[src/rtl/spi_accel_responder_if.sv]
// SPI pin bundle between the command handler's SPI master and the accelerometer model.
// The master drives clock, chip select and MOSI; the responder drives MISO.
interface spi_accel_responder_if;
  logic i_SPI_Clk;
  logic i_SPI_CSLow;
  logic i_SPI_Mosi;
  logic o_SPI_Miso;

  modport master (
    output i_SPI_Clk,
    output i_SPI_CSLow,
    output i_SPI_Mosi,
    input  o_SPI_Miso
  );

  modport slave (
    input  i_SPI_Clk,
    input  i_SPI_CSLow,
    input  i_SPI_Mosi,
    output o_SPI_Miso
  );
endinterface

[src/rtl/spi_accel_responder.sv]
// Mode-0 SPI slave modelling the accelerometer register file, oversampled in the clk domain.
// Decodes instruction/address/data bytes, commits writes, and streams register contents on reads.
module spi_accel_responder #(
  parameter int unsigned CMDLENGTH   = 8,
  parameter int unsigned REG_COUNT   = 64,
  parameter int unsigned SYNC_STAGES = 2
) (
  input  logic                 clk,
  input  logic                 reset,
  spi_accel_responder_if.slave spi,
  input  logic [CMDLENGTH-1:0] i_Peek_Addr,
  output logic [CMDLENGTH-1:0] o_Peek_Data,
  output logic                 o_Reg_WriteStrobe,
  output logic [CMDLENGTH-1:0] o_Reg_WriteAddr,
  output logic [CMDLENGTH-1:0] o_Reg_WriteData,
  output logic                 o_Busy,
  output logic                 o_Cmd_Error
);

  localparam int unsigned AW = (REG_COUNT > 1) ? $clog2(REG_COUNT) : 1;
  localparam int unsigned BW = $clog2(CMDLENGTH);
  localparam logic [BW-1:0]        LP_LAST_BIT  = BW'(CMDLENGTH - 1);
  localparam logic [CMDLENGTH:0]   LP_REG_LIMIT = (CMDLENGTH + 1)'(REG_COUNT);
  localparam logic [CMDLENGTH-1:0] LP_CMD_WRITE = CMDLENGTH'(8'h0A);
  localparam logic [CMDLENGTH-1:0] LP_CMD_READ  = CMDLENGTH'(8'h0B);
  localparam logic [CMDLENGTH-1:0] LP_RO_LIMIT  = CMDLENGTH'(8'h03);
  localparam logic [CMDLENGTH-1:0] LP_SOFT_ADDR = CMDLENGTH'(8'h1F);
  localparam logic [CMDLENGTH-1:0] LP_SOFT_DATA = CMDLENGTH'(8'h52);

  typedef enum logic [2:0] {
    S_IDLE,
    S_INSTR,
    S_ADDR,
    S_DATA,
    S_IGNORE
  } state_t;

  state_t                r_state;
  logic [SYNC_STAGES-1:0] r_sclk_sync;
  logic [SYNC_STAGES-1:0] r_cs_sync;
  logic [SYNC_STAGES-1:0] r_mosi_sync;
  logic [SYNC_STAGES-1:0] r_flush;
  logic                  r_sclk_prev;
  logic                  r_cs_prev;
  logic                  r_armed;
  logic [BW-1:0]         r_bit_cnt;
  logic [CMDLENGTH-2:0]  r_shift;
  logic [CMDLENGTH-1:0]  r_miso_shift;
  logic [CMDLENGTH-1:0]  r_ptr;
  logic                  r_is_read;
  logic                  r_miso;
  logic                  r_cmd_error;
  logic                  r_strobe;
  logic [CMDLENGTH-1:0]  r_waddr;
  logic [CMDLENGTH-1:0]  r_wdata;
  logic                  r_soft_rst;
  logic [CMDLENGTH-1:0]  r_peek_data;
  logic [CMDLENGTH-1:0]  r_regs [REG_COUNT];

  logic                  w_sclk;
  logic                  w_cs;
  logic                  w_mosi;
  logic                  w_sclk_rise;
  logic                  w_sclk_fall;
  logic                  w_cs_rise;
  logic                  w_cs_fall;
  logic                  w_byte_last;
  logic [CMDLENGTH-1:0]  w_byte;
  logic [CMDLENGTH-1:0]  w_ptr_next;
  logic                  w_ptr_writable;
  logic                  w_wr_ok;
  logic                  w_soft;
  logic                  w_reg_we;

  function automatic logic [CMDLENGTH-1:0] f_reset_val(input int unsigned idx);
    if (idx == 0)      return CMDLENGTH'(8'hAD);
    else if (idx == 1) return CMDLENGTH'(8'h1D);
    else if (idx == 2) return CMDLENGTH'(8'hF2);
    else               return '0;
  endfunction

  function automatic logic [CMDLENGTH-1:0] f_rd(input logic [CMDLENGTH-1:0] a);
    if ({1'b0, a} < LP_REG_LIMIT) return r_regs[a[AW-1:0]];
    else                          return '0;
  endfunction

  assign w_sclk      = r_sclk_sync[SYNC_STAGES-1];
  assign w_cs        = r_cs_sync[SYNC_STAGES-1];
  assign w_mosi      = r_mosi_sync[SYNC_STAGES-1];
  assign w_sclk_rise = w_sclk & ~r_sclk_prev;
  assign w_sclk_fall = ~w_sclk & r_sclk_prev;
  assign w_cs_rise   = w_cs & ~r_cs_prev;
  // A fall only counts once CS has been seen high on a real sample, so a
  // reset released mid-transaction waits for a fresh select.
  assign w_cs_fall   = ~w_cs & r_cs_prev & r_armed;

  assign w_byte         = {r_shift, w_mosi};
  assign w_byte_last    = w_sclk_rise & (r_bit_cnt == LP_LAST_BIT) & ~w_cs_rise & ~w_cs_fall;
  assign w_ptr_next     = r_ptr + 1'b1;
  assign w_ptr_writable = ({1'b0, r_ptr} < LP_REG_LIMIT) && (r_ptr >= LP_RO_LIMIT);
  assign w_wr_ok        = (r_state == S_DATA) & ~r_is_read & w_byte_last & w_ptr_writable;
  assign w_soft         = w_wr_ok & (r_ptr == LP_SOFT_ADDR) & (w_byte == LP_SOFT_DATA);
  assign w_reg_we       = w_wr_ok & ~w_soft;

  assign spi.o_SPI_Miso    = r_miso;
  assign o_Peek_Data       = r_peek_data;
  assign o_Reg_WriteStrobe = r_strobe;
  assign o_Reg_WriteAddr   = r_waddr;
  assign o_Reg_WriteData   = r_wdata;
  assign o_Busy            = ~w_cs;
  assign o_Cmd_Error       = r_cmd_error;

  always_ff @(posedge clk or negedge reset) begin
    if (!reset) begin
      r_sclk_sync <= '0;
      r_cs_sync   <= '1;
      r_mosi_sync <= '0;
      r_flush     <= '0;
      r_sclk_prev <= 1'b0;
      r_cs_prev   <= 1'b1;
      r_armed     <= 1'b0;
    end else begin
      r_sclk_sync <= {r_sclk_sync[SYNC_STAGES-2:0], spi.i_SPI_Clk};
      r_cs_sync   <= {r_cs_sync[SYNC_STAGES-2:0], spi.i_SPI_CSLow};
      r_mosi_sync <= {r_mosi_sync[SYNC_STAGES-2:0], spi.i_SPI_Mosi};
      r_flush     <= {r_flush[SYNC_STAGES-2:0], 1'b1};
      r_sclk_prev <= w_sclk;
      r_cs_prev   <= w_cs;
      r_armed     <= r_armed | (r_flush[SYNC_STAGES-1] & w_cs);
    end
  end

  always_ff @(posedge clk or negedge reset) begin
    if (!reset) begin
      r_state      <= S_IDLE;
      r_bit_cnt    <= '0;
      r_shift      <= '0;
      r_miso_shift <= '0;
      r_ptr        <= '0;
      r_is_read    <= 1'b0;
      r_miso       <= 1'b0;
      r_cmd_error  <= 1'b0;
      r_strobe     <= 1'b0;
      r_waddr      <= '0;
      r_wdata      <= '0;
      r_soft_rst   <= 1'b0;
    end else begin
      r_strobe   <= 1'b0;
      r_soft_rst <= w_soft;
      if (w_cs_rise) begin
        r_state <= S_IDLE;
        r_miso  <= 1'b0;
      end else if (w_cs_fall) begin
        r_state     <= S_INSTR;
        r_bit_cnt   <= '0;
        r_cmd_error <= 1'b0;
        r_miso      <= 1'b0;
      end else begin
        case (r_state)
          S_IDLE: r_miso <= 1'b0;
          S_INSTR: begin
            r_miso <= 1'b0;
            if (w_sclk_rise) begin
              r_shift   <= w_byte[CMDLENGTH-2:0];
              r_bit_cnt <= r_bit_cnt + 1'b1;
              if (w_byte_last) begin
                if (w_byte == LP_CMD_WRITE) begin
                  r_is_read <= 1'b0;
                  r_state   <= S_ADDR;
                end else if (w_byte == LP_CMD_READ) begin
                  r_is_read <= 1'b1;
                  r_state   <= S_ADDR;
                end else begin
                  r_cmd_error <= 1'b1;
                  r_state     <= S_IGNORE;
                end
              end
            end
          end
          S_ADDR: begin
            r_miso <= 1'b0;
            if (w_sclk_rise) begin
              r_shift   <= w_byte[CMDLENGTH-2:0];
              r_bit_cnt <= r_bit_cnt + 1'b1;
              if (w_byte_last) begin
                r_ptr        <= w_byte;
                r_miso_shift <= f_rd(w_byte);
                r_state      <= S_DATA;
              end
            end
          end
          S_DATA: begin
            if (w_sclk_rise) begin
              r_shift   <= w_byte[CMDLENGTH-2:0];
              r_bit_cnt <= r_bit_cnt + 1'b1;
              if (w_byte_last) begin
                r_ptr <= w_ptr_next;
                if (r_is_read) r_miso_shift <= f_rd(w_ptr_next);
                if (w_wr_ok) begin
                  r_strobe <= 1'b1;
                  r_waddr  <= r_ptr;
                  r_wdata  <= w_byte;
                end
              end
            end else if (w_sclk_fall && r_is_read) begin
              r_miso       <= r_miso_shift[CMDLENGTH-1];
              r_miso_shift <= {r_miso_shift[CMDLENGTH-2:0], 1'b0};
            end
            if (!r_is_read) r_miso <= 1'b0;
          end
          S_IGNORE: r_miso <= 1'b0;
          default: begin
            r_state <= S_IDLE;
            r_miso  <= 1'b0;
          end
        endcase
      end
    end
  end

  // The soft-reset command byte itself is not stored, so 0x1F never reads back 0x52.
  always_ff @(posedge clk or negedge reset) begin
    if (!reset) begin
      for (int unsigned i = 0; i < REG_COUNT; i++) r_regs[i] <= f_reset_val(i);
    end else if (r_soft_rst) begin
      for (int unsigned i = 0; i < REG_COUNT; i++) r_regs[i] <= f_reset_val(i);
    end else if (w_reg_we) begin
      r_regs[r_ptr[AW-1:0]] <= w_byte;
    end
  end

  always_ff @(posedge clk or negedge reset) begin
    if (!reset) r_peek_data <= '0;
    else        r_peek_data <= f_rd(i_Peek_Addr);
  end

endmodule

[src/flat_wrapper.sv]
// flat-port wrapper written by rule: the top's interface ports become plain ports
module spi_accel_responder_flat 
#(
  parameter int unsigned CMDLENGTH   = 8,
  parameter int unsigned REG_COUNT   = 64,
  parameter int unsigned SYNC_STAGES = 2
)
  (clk, reset, i_Peek_Addr, o_Peek_Data, o_Reg_WriteStrobe, o_Reg_WriteAddr, o_Reg_WriteData, o_Busy, o_Cmd_Error, spi_i_SPI_Clk, spi_i_SPI_CSLow, spi_i_SPI_Mosi, spi_o_SPI_Miso);
  spi_accel_responder_if spi_i ();
  input  logic clk;
  input  logic reset;
  input  logic [CMDLENGTH-1:0] i_Peek_Addr;
  output logic [CMDLENGTH-1:0] o_Peek_Data;
  output logic o_Reg_WriteStrobe;
  output logic [CMDLENGTH-1:0] o_Reg_WriteAddr;
  output logic [CMDLENGTH-1:0] o_Reg_WriteData;
  output logic o_Busy;
  output logic o_Cmd_Error;
  input wire logic [$bits(spi_i.i_SPI_Clk)-1:0] spi_i_SPI_Clk;
  input wire logic [$bits(spi_i.i_SPI_CSLow)-1:0] spi_i_SPI_CSLow;
  input wire logic [$bits(spi_i.i_SPI_Mosi)-1:0] spi_i_SPI_Mosi;
  output wire logic [$bits(spi_i.o_SPI_Miso)-1:0] spi_o_SPI_Miso;
  assign spi_i.i_SPI_Clk = spi_i_SPI_Clk;
  assign spi_i.i_SPI_CSLow = spi_i_SPI_CSLow;
  assign spi_i.i_SPI_Mosi = spi_i_SPI_Mosi;
  assign spi_o_SPI_Miso = spi_i.o_SPI_Miso;
  spi_accel_responder #(.CMDLENGTH(CMDLENGTH), .REG_COUNT(REG_COUNT), .SYNC_STAGES(SYNC_STAGES)) u_core (.clk(clk), .reset(reset), .spi(spi_i), .i_Peek_Addr(i_Peek_Addr), .o_Peek_Data(o_Peek_Data), .o_Reg_WriteStrobe(o_Reg_WriteStrobe), .o_Reg_WriteAddr(o_Reg_WriteAddr), .o_Reg_WriteData(o_Reg_WriteData), .o_Busy(o_Busy), .o_Cmd_Error(o_Cmd_Error));
endmodule
[config.mk]
export PLATFORM = sky130hd
export DESIGN_NAME = spi_accel_responder_flat
export DESIGN_NICKNAME = d
export VERILOG_FILES = /design/src/rtl/spi_accel_responder_if.sv /design/src/rtl/spi_accel_responder.sv /design/src/flat_wrapper.sv
export SDC_FILE = /design/constraint.sdc
export NUM_CORES = 2
export LEC_CHECK = 0
export ABC_CLOCK_PERIOD_IN_PS = 5000
export CAP_MARGIN = 20
export CORE_MARGIN = 4
export CORE_UTILIZATION = 40
export CTS_CLUSTER_DIAMETER = 100
export DETAILED_ROUTE_END_ITERATION = 7
export PLACE_DENSITY = 0.64
export SYNTH_ARGS = -nofsm -noshare
export SYNTH_HDL_FRONTEND = slang
export SYNTH_SLANG_ARGS = --single-unit
[constraint.sdc]
create_clock -name clk -period 5 [get_ports clk]
set_clock_uncertainty 0.2 [all_clocks]
set_input_delay 0.75 -clock clk [delete_from_list [all_inputs] [get_ports clk]]
set_output_delay 0.75 -clock clk [all_outputs]
set_load 0.005 [all_outputs]
==> metrics.cfg <==
[critical_path]
cp-end-kind=flop
required_ns=5.34
worst-endpoint-arrival_ns=4.46
rr_worst_depth=9
cp_max_fo=36
crit_type=flop to flop
critPathLaunchType=flop

[yosys]
synth-edff-count=0
synth.avg_cell_area_um2=12.2
yosysTopAreaCellShare=0.388
ys_top_cells_by_area=dfrtp_1, mux4_2, mux2i_1
synth_area_leader_cell=dfrtp_1
synth_area_um2=36400
yosys_warnings=0
syn_nets=2987
ys_ff_latch=581
synthFlopType=dfrtp_1
synthCells=2971
yosysUniqueCellTypes=73
ys_seq_area_frac=0.400
synthArstFlopShare=1.00

[routing]
firstDrtPassIters=6
drt_iter0_drc=4225
route.vias.total=27300
wl_um=124000
ant_nets=0
viasPerCell=6.63
wl_per_cell_um=30.2
drc=0

[placed_design]
dpl_cell_area_um2=38200
post-dp-hpwl_um=81400
place_inst=3995
gp_congestion=0.962
port_buffers=40

[power_and_ir_drop]
combPwrFrac=0.168
switching_power_w=0.00361
swShare=0.302
p_leak_nw=17.7
intPower_w=0.00835
fin_total_pwr_w=0.0120
power_frac_seq=0.411
peakVddDrop_v=0.000345
clock_power_share=0.421
powerDensity_nw_per_um2=296

[grt]
overflow=0
antenna_found_initial=6
grt_max_degree=125
gr-usage-all-layers=0.261
grt_pass1_vias=26300
grt_pass1_wl_um=187000

[layout]
fillCellCount=8067
drive_gt1_frac=0.245
area_growth_pct=11.0
layout.cells.non_filler=4112
stdcell_area_um2=40400
layout.nets=2899
fin_util=0.448

[clock_tree]
insertion_delay_ns=0.67
cts_buffer_depth=3
cts_buffers=61
cts_tree=built
clkTransAtPathRegs_ns=0.06
postCtsSetupRepairBufs=0
cts_root_buf=clkbuf_16
clock_sinks=581
ctsResizeCount=0
h-tree-depth=2

[sta]
setup_total_negative_slack_ns=0
period_share=0.824
rsz0062_at_grt=false
hold_viol=0
worst_slew_pin_slew_ns=1.15
finalSetupViolCount=0
relSlewSlack=0.230
fmax_mhz=243
period_minus_slack_ns=4.12
slew_viol_final=0

[floorplan]
die_w_um=310
initial_core_util=0.404
die_height_um=310
rows=110
ioPinCount=41
dieArea_um2=95900
coreArea_um2=90100

[hold_path]
hold_class=flop to flop
hold_path_depth=0

[status]
status=complete, no violations

[flow_run]
drv_cap=0

## placed cells by master (no fill, tap or decap), types with 6 or more instances in the layout
cell,Yosys,routed
dfrtp_1,564,554
mux2i_1,525,525
nor2_1,493,493
mux4_2,434,434
nand2_1,193,193
a21oi_1,93,93
buf_4,1,75
clkbuf_16,0,63
o21ai_0,43,43
nand3_1,41,41
clkdlybuf4s50_1,0,35
nor2b_1,28,28
o22ai_1,21,21
buf_12,0,21
clkbuf_1,189,20
and3_1,18,18
clkbuf_8,0,18
dfstp_2,17,17
nor2_4,15,15
a211o_1,15,15
nor3_1,16,15
nor4_1,12,12
nor2_2,9,9
bufinv_16,0,9
inv_1,8,8
a211oi_1,8,8
nand2b_1,7,7
nor2_8,7,7
mux2_2,7,7
a31oi_1,6,6
dfrtp_4,0,6
## flip-flops by register name, indices dropped and copies added (netlist names), 2 cells and up
signal,count
u_core.r_regs,512
u_core.o_Peek_Data,8
u_core.o_Reg_WriteAddr,8
u_core.o_Reg_WriteData,8
u_core.r_miso_shift,8
u_core.r_ptr,8
u_core.r_shift,7
u_core.r_bit_cnt,3
u_core.r_state,3
u_core.r_cs_sync,2
u_core.r_flush,2
u_core.r_mosi_sync,2
u_core.r_sclk_sync,2
## logic make-up (layout without fill, tap and decap cells)
family,after synthesis,count (layout),synth area share
mux,966,966,0.415
simple gates,883,883,0.111
flops,581,581,0.400
buf+inv,299,263,0.0324
compound gates,233,233,0.0395
xor+xnor,5,5,0.00120
fa+ha+maj,3,3,0.00103
other cells,1,2,0.000103
## repair_timing
item                                   in CTS  in global routing
endpoints found under the hold margin      51                  0
setup endpoints to repair                   0                  0
hold buffers                                1                  0
## power by group through the flow
stage                     sequential [W]  combinational [W]  clock (W)
final                            0.00491            0.00201    0.00503
after global routing             0.00492            0.00209    0.00529
after CTS                        0.00491            0.00197    0.00510
after detailed placement         0.00499            0.00197          0
after global placement           0.00500            0.00197          0
after floorplan                  0.00483            0.00130          0
## through the flow
step           hold WS (ns)  setup slack, ns
6_report              0.146            0.879
3_3_place_gp          0.133             1.06
2_1_floorplan         0.131             1.32
5_1_grt               0.158            0.730
4_1_cts               0.148             1.01
3_5_place_dp          0.135             1.01
## worst max-delay path, cell delays in order, from the launching register on
cell and delay [ns]:
dfrtp_4 0.81, ha_4 0.37, xor2_4 0.55, buf_12 0.35
mux4_2 0.34, mux2i_1 0.41, o22ai_1 0.20, nor4_1 0.42
nor3_1 0.09, o22a_1 0.19
## Yosys cell counts (all sizes together) (5+ instances only)
cell type / count
a21oi: 93
a2111oi: 5
o22ai: 21
a31oi: 6
or4: 5
and2: 6
nor3: 18
clkbuf: 189
o221ai: 5
o21ai: 43
nand3: 44
mux4: 434
nor2: 524
mux2: 7
mux2i: 525
or2: 6
nand2b: 7
nand2: 193
nor4: 12
a211oi: 8
inv: 8
a211o: 15
and3: 18
dfstp: 17
dfrtp: 564
nand4: 6
nor2b: 28
buf: 99
a22oi: 5
## worst paths after layout
check                                         end         startpoint  slack, ns
min in group asynchronous      u_core.r_regs[372]              reset       0.51
hold reg to reg                 u_core.r_flush[1]  u_core.r_flush[0]       0.15
hold / removal                  u_core.r_flush[1]  u_core.r_flush[0]       0.15
max in group asynchronous   u_core.r_mosi_sync[1]              reset       2.94
setup / recovery           u_core.r_miso_shift[1]    u_core.r_ptr[0]       0.88
setup reg to reg           u_core.r_miso_shift[1]    u_core.r_ptr[0]       0.88
## metal layers
layer	wire length [µm]	part of all wire	track usage
met5	13	0.00010	0
met4	7080	0.057	0.119
met3	15000	0.12	0.0713
met2	53600	0.43	0.370
met1	48700	0.39	0.375
## final cells by class
class / count / area (µm²) / area share
diodes: 1 / 2.50 / 0.0000619
clock inverters: 15 / 304 / 0.00752
well taps: 1176 / 1470 / 0.0364
inverters: 11 / 41.3 / 0.00102
flip-flops and latches: 581 / 14600 / 0.361
clock buffers: 100 / 1890 / 0.0467
repair buffers: 137 / 1390 / 0.0345
multi-input cells: 2091 / 20700 / 0.513
No activity file was read; power rests on OpenSTA's default activity.
